**src/rtl/i2c_cfg_seq.sv**
```systemverilog
// Register-table sequencer: walks an external ROM after power-up and issues one
// I2C write per entry to a 16-bit-address device, optionally reading each back.
module i2c_cfg_seq #(
  parameter logic [7:0]  REG_NUM    = 8'd64,
  parameter logic [19:0] PWR_CYCLES = 20'd1_000_000,
  parameter logic [15:0] GAP_CYCLES = 16'd100,
  parameter logic        VERIFY     = 1'b0,
  parameter logic        AUTO_START = 1'b1
) (
  input  logic        sys_clk,
  input  logic        sys_rst_n,
  input  logic        cfg_start,
  output logic [7:0]  cfg_idx,
  input  logic [23:0] cfg_entry,
  input  logic        i2c_end,
  input  logic [7:0]  rd_data,
  output logic        wr_en,
  output logic        rd_en,
  output logic        i2c_start,
  output logic        addr_num,
  output logic [15:0] byte_addr,
  output logic [7:0]  wr_data,
  output logic        cfg_busy,
  output logic        cfg_done,
  output logic [7:0]  err_cnt
);

  typedef enum logic [2:0] {
    IDLE,
    PWR_WAIT,
    LOAD,
    WR_REQ,
    RD_REQ,
    GAP,
    DONE
  } state_t;

  state_t      state_q, state_d;
  logic [19:0] pwr_cnt_q, pwr_cnt_d;
  logic [15:0] gap_cnt_q, gap_cnt_d;
  logic        rd_pend_q, rd_pend_d;
  logic        end_prev_q;
  logic [7:0]  cfg_idx_q, cfg_idx_d;
  logic [15:0] byte_addr_q, byte_addr_d;
  logic [7:0]  wr_data_q, wr_data_d;
  logic        wr_en_q, wr_en_d;
  logic        rd_en_q, rd_en_d;
  logic        i2c_start_q, i2c_start_d;
  logic        cfg_busy_q, cfg_busy_d;
  logic        cfg_done_q, cfg_done_d;
  logic [7:0]  err_cnt_q, err_cnt_d;

  logic end_rise;
  logic pwr_last;
  logic gap_last;
  logic last_entry;

  // A level already high when a request starts is stale; only a fresh edge completes it.
  assign end_rise   = i2c_end & ~end_prev_q;
  assign pwr_last   = (PWR_CYCLES <= 20'd1) || (pwr_cnt_q == PWR_CYCLES - 20'd1);
  assign gap_last   = (GAP_CYCLES <= 16'd1) || (gap_cnt_q == GAP_CYCLES - 16'd1);
  assign last_entry = (cfg_idx_q == REG_NUM - 8'd1);

  always_comb begin
    state_d     = state_q;
    pwr_cnt_d   = pwr_cnt_q;
    gap_cnt_d   = gap_cnt_q;
    rd_pend_d   = rd_pend_q;
    cfg_idx_d   = cfg_idx_q;
    byte_addr_d = byte_addr_q;
    wr_data_d   = wr_data_q;
    err_cnt_d   = err_cnt_q;

    case (state_q)
      PWR_WAIT: begin
        if (pwr_last) begin
          pwr_cnt_d = '0;
          state_d   = AUTO_START ? LOAD : IDLE;
        end else begin
          pwr_cnt_d = pwr_cnt_q + 20'd1;
        end
      end
      IDLE, DONE: begin
        if (cfg_start) begin
          state_d   = LOAD;
          cfg_idx_d = '0;
          err_cnt_d = '0;
        end
      end
      LOAD: begin
        byte_addr_d = cfg_entry[23:8];
        wr_data_d   = cfg_entry[7:0];
        state_d     = WR_REQ;
      end
      WR_REQ: begin
        if (end_rise) begin
          if (VERIFY) begin
            rd_pend_d = 1'b1;
            gap_cnt_d = '0;
            state_d   = GAP;
          end else if (last_entry) begin
            state_d = DONE;
          end else begin
            rd_pend_d = 1'b0;
            gap_cnt_d = '0;
            state_d   = GAP;
          end
        end
      end
      RD_REQ: begin
        if (end_rise) begin
          if ((rd_data != wr_data_q) && (err_cnt_q != 8'hFF)) begin
            err_cnt_d = err_cnt_q + 8'd1;
          end
          rd_pend_d = 1'b0;
          if (last_entry) begin
            state_d = DONE;
          end else begin
            gap_cnt_d = '0;
            state_d   = GAP;
          end
        end
      end
      GAP: begin
        if (gap_last) begin
          gap_cnt_d = '0;
          if (rd_pend_q) begin
            state_d = RD_REQ;
          end else begin
            cfg_idx_d = cfg_idx_q + 8'd1;
            state_d   = LOAD;
          end
        end else begin
          gap_cnt_d = gap_cnt_q + 16'd1;
        end
      end
      default: begin
        state_d = PWR_WAIT;
      end
    endcase

    // Request and status outputs are registered from the next state so they change with it.
    i2c_start_d = (state_d == WR_REQ) || (state_d == RD_REQ);
    wr_en_d     = (state_d == WR_REQ);
    rd_en_d     = (state_d == RD_REQ);
    cfg_busy_d  = (state_d != IDLE) && (state_d != DONE);
    cfg_done_d  = (state_d == DONE);
  end

  always_ff @(posedge sys_clk or negedge sys_rst_n) begin
    if (!sys_rst_n) begin
      state_q     <= PWR_WAIT;
      pwr_cnt_q   <= '0;
      gap_cnt_q   <= '0;
      rd_pend_q   <= 1'b0;
      end_prev_q  <= 1'b0;
      cfg_idx_q   <= '0;
      byte_addr_q <= '0;
      wr_data_q   <= '0;
      wr_en_q     <= 1'b0;
      rd_en_q     <= 1'b0;
      i2c_start_q <= 1'b0;
      cfg_busy_q  <= 1'b1;
      cfg_done_q  <= 1'b0;
      err_cnt_q   <= '0;
    end else begin
      state_q     <= state_d;
      pwr_cnt_q   <= pwr_cnt_d;
      gap_cnt_q   <= gap_cnt_d;
      rd_pend_q   <= rd_pend_d;
      end_prev_q  <= i2c_end;
      cfg_idx_q   <= cfg_idx_d;
      byte_addr_q <= byte_addr_d;
      wr_data_q   <= wr_data_d;
      wr_en_q     <= wr_en_d;
      rd_en_q     <= rd_en_d;
      i2c_start_q <= i2c_start_d;
      cfg_busy_q  <= cfg_busy_d;
      cfg_done_q  <= cfg_done_d;
      err_cnt_q   <= err_cnt_d;
    end
  end

  assign cfg_idx   = cfg_idx_q;
  assign byte_addr = byte_addr_q;
  assign wr_data   = wr_data_q;
  assign wr_en     = wr_en_q;
  assign rd_en     = rd_en_q;
  assign i2c_start = i2c_start_q;
  assign cfg_busy  = cfg_busy_q;
  assign cfg_done  = cfg_done_q;
  assign err_cnt   = err_cnt_q;
  assign addr_num  = 1'b1;

endmodule

```
**config.mk**
```make
export PLATFORM = sky130hd
export DESIGN_NAME = i2c_cfg_seq
export DESIGN_NICKNAME = d
export VERILOG_FILES = /design/src/rtl/i2c_cfg_seq.sv
export SDC_FILE = /design/constraint.sdc
export NUM_CORES = 1
export LEC_CHECK = 0
export ABC_CLOCK_PERIOD_IN_PS = 3200
export CORE_UTILIZATION = 52
export DETAILED_ROUTE_END_ITERATION = 6
export PLACE_DENSITY = 0.84
export SETUP_SLACK_MARGIN = 0.05
export SYNTH_ARGS = -nofsm -noshare
export SYNTH_HDL_FRONTEND = slang
export SYNTH_SLANG_ARGS = --single-unit
```
**constraint.sdc**
```tcl
create_clock -name sys_clk -period 3.2 [get_ports sys_clk]
set_input_delay 0.32 -clock sys_clk [delete_from_list [all_inputs] [get_ports sys_clk]]
set_output_delay 0.32 -clock sys_clk [all_outputs]
set_load 0.02 [all_outputs]
```
==> qor.txt <==
R2r endpoint: err_cnt[0]
Total global routing overflow: 0
Initial core utilization: 54.06%
Placer Congestion: 0.8439
Max_cap viols: 0
Largest net degree at the start of global routing: 86
First-pass GRT wire length: 15440 um
TritonCTS Buffers: 9
Top-area cell type share of the netlist area: 49.46%
Layout cells sized above 1: 12.84%
Worst hold path type: in -> async
GRT Resource Usage Total: 23.14%
Lkg Pwr: 2.283 nW
Rows: 32
Fin. Hold Viols: 0
Drt via density: 5.603
Die width: 91.86 um
Post-synthesis mux area share: 7.986%
Vias in the first global route: 3257
Filler instances: 598
Worst path arrival time: 3.00 ns
Grt peak-use layer: met2
Largest area contributor in the synthesized netlist: dfrtp_1
Via count: 3278
Dominant synthesized flop cell: dfrtp_1
Antenna viol nets, final: 0
Clock slew at reported path FFs: 0.09 ns
Core area: 7767 um^2
Worst Max-Slew Pin Slew: 1.039 ns
Routed WL: 9020 um
Sequential fraction of the synthesis area: 50.72%
Most frequent cell after synthesis: dfrtp_1
Final Skew: 0.007204 ns
Clock Tree Root: clkbuf_8
Post-synthesis compound-gate area fraction: 9.029%
Final Cycle Share: 85.85%
Fin area: 5250 um^2
Ranking of synthesized cells by area: dfrtp_1 (49%), mux2_2 (6.4%), xor2_1 (4.6%), nand2_1 (3.8%), nor2_1 (3.5%)
DR iter-0 viols: 157
CP required: 3.45 ns
Die area: 8438 um^2
Unrepaired setup endpoints after global routing: no
Grt met2 use: 37.81%
Final min period: 2.747 ns
Commonest cells in the synthesized netlist: dfrtp_1 (83), nand2_1 (42), nor2_1 (39), mux2_2 (24), xor2_1 (22)
# nets final: 518
Hold buffers post-CTS: 0
Layout area overhead: 25.03%
Crit path capture type: flip-flop
# H-tree levels: 3
FFs w/ async S/R, synth: 100.0%
Max-slew violations: 0
Nature of the critical path startpoint: flip-flop
DRT Pass-1 Iters: 4
XOR/XNOR share of the synthesized area: 7.718%
Avg Cell Area, Syn: 10.63 um^2
I/O Pins: 82
Largest family of logic cells by synthesized area: simple AND/OR/NAND/NOR gates
Skew-Pair Late Insertion Delay: 0.36 ns
Post-Synth Adder-Cell Area: 1.192%
Ys Warns: 0
Yosys cell types: 61
Setup TNS: 0 ns
Post-synthesis cell area: 4199 um^2
Mapped Cells: 395
Final core utilization: 67.59%
R2R cell count: 6
CTS max path bufs: 2
M3 GR Usage: 4.643%
# DRC: 0
FF+latch count, synth: 85
Die Height: 91.86 um
Setup ws final: 0.4527 ns
Post-CTS Setup Bufs: 0
Clk sinks: 85
Syn_nets: 435
CTS tree: built
Placed cell areas: 5070 um^2
Relative slew slack: 30.72%
Flop-to-flop setup slack: 0.45 ns
Initial antenna violation count: 0
Worst Path Max Fanout: 17
Max frequency: 0.3640 GHz
Outcome: complete, no violations
Worst-path cell chain: inv_1 -> or3_1 -> nor4_4 -> nor4_2 -> a21oi_4 -> mux2_4
Crit Path Category: reg -> reg
CP max-delay cell: dfstp_2
R2R Path Start: state_q[0]
DR WL/cell: 15.42 um
Cell Pwr Density: 357.4 nW/um^2
Met1 usage: 31.01%
Post-synth EDFFs: 0
Post-Synth Simple-Gate Area: 20.38%
Max incr delay on CP: 0.70 ns
Setup WS pre-CTS: 0.4553 ns
Number of diodes: 0
Max VDD drop: 0.2275 mV
IO buf count: 80
Dpl hpwl: 6337 um
# resized after CTS: 0
Setup violations, final: 0
[where the power goes]
part / total [W] / internal, W / leakage (nW) / switching [W]
combinational: 0.0000867 / 0.0000476 / 1.08 / 0.0000391
sequential: 0.00108 / 0.00108 / 1.10 / 0.00000360
clock: 0.000710 / 0.000294 / 0.0963 / 0.000415
[state kept, by name, indices dropped and copies added, names as in the netlist]
register,cells
wr_en,1
rd_en,1
byte_addr,16
end_prev_q,1
pwr_cnt_q,20
gap_cnt_q,16
wr_data,8
state_q,3
cfg_busy,1
i2c_start,1
err_cnt,8
cfg_idx,8
cfg_done,1
[placed cells by master (no fill, tap or decap), types with 11 or more instances in the layout]
cell	netlist	layout
dfrtp_1	83	83
clkdlybuf4s50_1	0	79
nand2_1	42	42
nor2_1	39	38
mux2_2	24	24
xor2_1	22	22
o21ai_0	21	21
nand3_1	15	15
xnor2_1	15	15
a21oi_1	12	12
and3_1	11	11
[stage by stage]
| stage | hold slack, ns | instances | total power, W |
|---|---|---|---|
| CTS | 0.1857 | 585 | 0.001892 |
| global route | 0.2202 | 585 | 0.001947 |
| global placement | 0.4872 | 569 | 0.001187 |
| floorplan | 0.02441 | 395 | 0.001117 |
| finish | 0.1264 | 585 | 0.001877 |
| detailed placement | 0.4905 | 569 | 0.001189 |
[how the worst max path moves through the flow]
stage / start / endpoint / slack [ns] / cells past startpoint
2_1_floorplan: pwr_cnt_q[0] / err_cnt[0] / 0.72 / 7
3_3_place_gp: i2c_end / err_cnt[0] / 0.51 / 7
3_5_place_dp: i2c_end / err_cnt[0] / 0.46 / 7
4_1_cts: pwr_cnt_q[0] / i2c_start / 0.50 / 8
5_1_grt: state_q[0] / err_cnt[0] / 0.30 / 6
6_report: state_q[0] / err_cnt[0] / 0.45 / 6
[area by class of cell]
cell class / count / area [um^2] / share of cell area (%)
Clock buffer: 9 / 123.9 / 2.359
Clock inverter: 7 / 56.30 / 1.072
Inverter: 7 / 26.28 / 0.5005
Multi-Input combinational cell: 290 / 1951 / 37.15
Sequential cell: 85 / 2130 / 40.56
Tap cell: 102 / 127.6 / 2.431
Timing Repair Buffer: 85 / 835.8 / 15.92
[critical path, delay by kind of cell (launching register included)]
family          cells  cell delay [ns]
flops               1             0.70
mux                 1             0.31
simple gates        3             1.36
buf+inv             1             0.06
compound gates      1             0.23
[metal layers]
metal  wire length, um  vias up
met4               124        0
met2              4556       71
li1                  -     1552
met1              4049     1642
met5                 0        -
met3               290       13
[cell families (layout without fill, tap and decap cells)]
| family | Yosys count | in the layout |
|---|---|---|
| simple gates | 162 | 162 |
| buf+inv | 20 | 108 |
| compound gates | 56 | 56 |
| flops | 85 | 85 |
| other cells | 1 | 1 |
| mux | 30 | 30 |
| xor+xnor | 37 | 37 |
| fa+ha+maj | 4 | 4 |
No activity file was read; power rests on OpenSTA's default activity.
